<file path="src/rtl/bictr_dcnto_mode.sv">
// Up/down binary counter with dynamic count-to compare and four terminal modes.
// Registered terminal-count and wrap pulses, plus a sticky one-shot done flag.
module bictr_dcnto_mode #(
    parameter int unsigned WIDTH = 4,
    parameter logic [WIDTH-1:0] RST_VAL = '0
) (
    input  logic             clk,
    input  logic             reset,
    input  logic             load,
    input  logic             cen,
    input  logic             up_dn,
    input  logic [1:0]       mode,
    input  logic [WIDTH-1:0] data,
    input  logic [WIDTH-1:0] count_to,
    output logic [WIDTH-1:0] count,
    output logic             tercnt,
    output logic             tc_pulse,
    output logic             wrap,
    output logic             done
);

    typedef enum logic {
        ST_COUNT = 1'b0,
        ST_HOLD  = 1'b1
    } state_t;

    localparam logic [1:0] MODE_WRAP    = 2'b00;
    localparam logic [1:0] MODE_STOP    = 2'b01;
    localparam logic [1:0] MODE_RELOAD  = 2'b10;
    localparam logic [1:0] MODE_ONESHOT = 2'b11;

    localparam logic [WIDTH-1:0] ALL_ONES = '1;
    localparam logic [WIDTH-1:0] ALL_ZERO = '0;

    state_t           state_q, state_d;
    logic [WIDTH-1:0] count_q, count_d;
    logic             tc_pulse_q, tc_pulse_d;
    logic             wrap_q, wrap_d;
    logic             done_q, done_d;

    logic [WIDTH-1:0] step;
    logic             hit;
    logic             step_wraps;

    assign hit  = (count_q == count_to);
    assign step = up_dn ? count_q + 1'b1 : count_q - 1'b1;

    // Wrap is a property of the step itself, independent of mode.
    assign step_wraps = up_dn ? (count_q == ALL_ONES)
                              : (count_q == ALL_ZERO);

    always_comb begin
        state_d    = state_q;
        count_d    = count_q;
        done_d     = done_q;
        tc_pulse_d = 1'b0;
        wrap_d     = 1'b0;

        if (!load) begin
            count_d    = data;
            state_d    = ST_COUNT;
            done_d     = 1'b0;
            tc_pulse_d = (data == count_to);
        end else if (state_q == ST_HOLD) begin
            count_d = count_q;
        end else if (cen) begin
            unique case (mode)
                MODE_WRAP: begin
                    count_d    = step;
                    wrap_d     = step_wraps;
                    tc_pulse_d = (step == count_to);
                end
                MODE_STOP: begin
                    if (!hit) begin
                        count_d    = step;
                        wrap_d     = step_wraps;
                        tc_pulse_d = (step == count_to);
                    end
                end
                MODE_RELOAD: begin
                    if (hit) begin
                        count_d    = data;
                        tc_pulse_d = (data == count_to);
                    end else begin
                        count_d    = step;
                        wrap_d     = step_wraps;
                        tc_pulse_d = (step == count_to);
                    end
                end
                MODE_ONESHOT: begin
                    if (hit) begin
                        state_d = ST_HOLD;
                        done_d  = 1'b1;
                    end else begin
                        count_d    = step;
                        wrap_d     = step_wraps;
                        tc_pulse_d = (step == count_to);
                    end
                end
                default: begin
                    count_d = count_q;
                end
            endcase
        end
    end

    always_ff @(posedge clk) begin
        if (!reset) begin
            state_q    <= ST_COUNT;
            count_q    <= RST_VAL;
            tc_pulse_q <= 1'b0;
            wrap_q     <= 1'b0;
            done_q     <= 1'b0;
        end else begin
            state_q    <= state_d;
            count_q    <= count_d;
            tc_pulse_q <= tc_pulse_d;
            wrap_q     <= wrap_d;
            done_q     <= done_d;
        end
    end

    assign count    = count_q;
    assign tercnt   = hit;
    assign tc_pulse = tc_pulse_q;
    assign wrap     = wrap_q;
    assign done     = done_q;

endmodule
</file>
<file path="config.mk">
export PLATFORM = sky130hd
export DESIGN_NAME = bictr_dcnto_mode
export DESIGN_NICKNAME = d
export VERILOG_FILES = /design/src/rtl/bictr_dcnto_mode.sv
export SDC_FILE = /design/constraint.sdc
export NUM_CORES = 1
export LEC_CHECK = 0
export CORE_MARGIN = 5
export CORE_UTILIZATION = 25
export DETAILED_ROUTE_END_ITERATION = 10
export GPL_TIMING_DRIVEN = 0
export MAX_ROUTING_LAYER = met4
export PLACE_DENSITY = 0.51
export RECOVER_POWER = 25
export SLEW_MARGIN = 20
export SYNTH_ARGS = -nofsm -noshare
export SYNTH_HDL_FRONTEND = slang
export SYNTH_SLANG_ARGS = --single-unit
</file>
<file path="constraint.sdc">
create_clock -name clk -period 4.7 [get_ports clk]
set_input_delay 1.41 -clock clk [delete_from_list [all_inputs] [get_ports clk]]
set_output_delay 1.41 -clock clk [all_outputs]
set_load 0.02 [all_outputs]
</file>
==> summary.md <==
| Metric | Value |
|---|---|
| Outcome | finished clean |
| Post-synthesis mux area share | ~4.6% |
| # H-tree levels | 1 |
| Clk pwr share | 20.5% |
| Share of layout cells above drive strength 1 | 10.2% |
| Total gr overflow | 0 |
| Clock Root Buffer | clkbuf_4 |
| Xor/xnor share of the synthesized area | 20.8% |
| CTS tree | built |
| Peak VDD IR | ~0.15 mV |
| Area post-placement | 913 sq um |
| Worst setup path class | input port to output port |
| Tcrit/Tclk final | about 95% |
| WHS | around 0.47 ns |
| Power consumption | 0.239 mW |
| Detailed-routed wire length on met3 | between 50 and 60 microns |
| Vias in the first global route | 603 |
| CP endpoint kind | output port |
| Number of remaining DRC errors | 0 |
| Area Overhead vs Synth | 43.9% |
| Hold buffers post-CTS | 0 |
| Unrepaired setup endpoints after global routing | false |
| EDFF count, synth | 0 |
| Average wire per cell in the routed design | roughly 13 microns |
| First-pass GRT wire length | 2670 microns |
| Post-synth cell types | 29 |
| First-iteration detailed-routing DRC count | 12 |
| Power Density | 253 nW/um^2 |
| Clk slew on worst S/H paths | 0.05 ns |
| Max Used Layer | met4 |
| Critical path data required time | 3.29 ns |
| Mapped Area | about 660 sq um |
| Post-synth top area share | about a quarter |
| Clock Skew | 0.000140 ns |
| Nets | about 120 |
| Int Pwr | approximately 0.16 mW |
| Sw Ratio | 34.3% |
| Initial Util | 26.2% |
| Ys async rst share | 0% |
| Fin worst setup slack | 0.225 ns |
| CTS Buf Count | 3 |
| Diode count | 0 |
| Final Wtd Congestion | approximately 0.76 |
| Die outline area | 3750 sq um |
| Cells after Synth | 72 |
| Logic pwr share | between 40% and 50% |
| Dpl hpwl | between 1000 and 1500 microns |
| Finished Core Util | 37.7% |
| FF+latch count, synth | 8 |
| Post-synthesis sequential area ratio | 24.4% |
| Vias | 597 |
| Synth area leaders | dfxtp_1 (24%), xnor2_1 (9.4%), xor2_1 (8.0%) |
| Die Y | approximately 61 microns |
| Final setup fails | 0 |
| Placed insts | 124 |
| Startpoint types | input port |
| Yosys top cell by area | dfxtp_1 |
| Main combinational cell family by area after synthesis | simple AND/OR/NAND/NOR gates |
| Worst Hold Class | flop to flop |
| WP data arrival | roughly 3.1 ns |
| # Max-Cap Violations | 0 |
| Minimum clock period | 4.48 ns |
| Post-CTS Setup Bufs | 1 |
| Max frequency | 0.223 GHz |
| First-pass DRT Iterations | 4 |
| Pin count of the biggest net entering global routing | 9 |
| Sequential power share | 34.5% |
| Synth warn | 0 |
| Drt total wl | 1650 microns |
| Routed length on met2 | 785 microns |
| Count of input and output buffers | 22 |
| Std-Cell Rows | 18 |
| Io pins | 23 |
| GRT Util Overall | 10.0% |
| Syn Area/Cell | 9.11 sq um |
| Clk sink count | 8 |
| TNS Setup | 0 ns |
| Post-route insts no fill | 128 |
| P_sw | between 0.08 and 0.09 mW |
| Rel. slew slack | between 70% and 80% |
| CTS resizes | 0 |
| Metal1 wirelength | approximately 800 microns |
| Dominant synthesized flop cell | dfxtp_1 |
| Maximum clock path buffer count | 2 |
| Final Hold Vio Count | 0 |
| Worst Path Max Fanout | 3 |
| Floorplan die width | 61.2 microns |
| Core area | 2500 sq um |
| Slew @ Worst Pin | 0.353 ns |
| Adder-cell share of the synthesized area | between 6 and 7% |
| Via/cell ratio | 4.66 |
| Lkg Pwr | 0.376 nW |
| Syn Nets | 90 |
| Design area | about 940 sq um |
| Slew Viols, Final | 0 |
| Pre-CTS setup slack | -0.0692 ns |
| Simple-Gate Fraction of Synth Area | 21.0% |
| Clock latency at the later pin of the worst-skew pair | ~0.24 ns |
| Antenna viol nets, final | 0 |
| Compound-Gate Fraction of Synth Area | 20.0% |
| Initial antenna violation count | 0 |
[area by class of cell]
cell class | instances | area, sq um
multi-input cells | 60 | 480
well taps | 30 | 37.5
repair buffers | 23 | 228
fillers | 250 | 1560
inverters | 4 | 15.0
clock buffers | 3 | 22.5
flip-flops and latches | 8 | 160
[path summary, 6_finish.rpt]
path	end	depth (start not counted)	slack, ns	startpoint
hold / removal	done$_SDFFE_PN0P_	2	0.47	done$_SDFFE_PN0P_
setup reg to reg	tc_pulse$_SDFF_PN0_	6	2.82	count[1]$_SDFFE_PN0P_
setup / recovery	tercnt	4	0.22	count_to[1]
hold reg to reg	done$_SDFFE_PN0P_	2	0.47	done$_SDFFE_PN0P_
[cell usage after synthesis, drive strengths merged (2+ instances only)]
cell and n:
a21oi 6, a31oi 3, dfxtp 8, ha 2, inv 4, mux2i 3
nand2 4, nand3 3, nand4 3, nor2 2, nor2b 3, nor4 2
o21ai 5, xnor2 7, xor2 6
[kinds of logic (layout without fill, tap and decap cells)]
kind of cell	Yosys count	in the layout
flip-flops	8	8
adder cells (fa/ha/maj)	3	3
XOR/XNOR	14	14
multiplexers	3	3
AO/OA/AOI/OAI	18	18
AND/OR/NAND/NOR	22	22
buffers and inverters	4	30
[state kept, by name, indices dropped and copies added (netlist names)]
name and count:
count 4, wrap 1, state_q 1, tc_pulse 1
done 1
[critical path: stages]
cell and delay (ns):
clkdlybuf4s50_1 0.48, xor2_1 0.20, nor4_4 0.32, clkdlybuf4s50_1 0.65
[routing by layer]
layer | up-vias | GRT usage [%]
met4 | 0 | 4.64
li1 | 316 | -
met5 | - | -
met1 | 272 | 13.3
met2 | 7 | 15.0
met3 | 2 | 1.47
[power groups by stage]
stage	combinational [mW]	sequential [mW]	clock, mW
after global placement	0.108	0.0841	0
after detailed placement	0.107	0.0838	0
after global routing	0.118	0.0837	0.0566
after floorplan	0.0622	0.0879	0
final	0.107	0.0825	0.0491
after CTS	0.109	0.0824	0.0530
[cells in the final DEF (no fill, tap or decap)]
cell type and instances:
a21boi_2 1, a21o_1 1, a21oi_1 5, a21oi_2 1, a31oi_1 2, a31oi_4 1, and2_2 1, and3_1 1
and4b_1 1, buf_4 1, clkbuf_4 3, clkdlybuf4s50_1 18, dfxtp_1 8, dlygate4sd3_1 4, fa_1 1, ha_1 2
inv_1 4, mux2i_1 3, nand2_1 4, nand2b_1 1, nand3_1 3, nand4_1 3, nor2_1 2, nor2b_1 3
nor3_1 1, nor4_1 1, nor4_4 1, o21a_1 1, o21ai_0 5, o22ai_2 1, xnor2_1 7, xnor3_1 1
xor2_1 6
No activity file was read; power rests on OpenSTA's default activity.
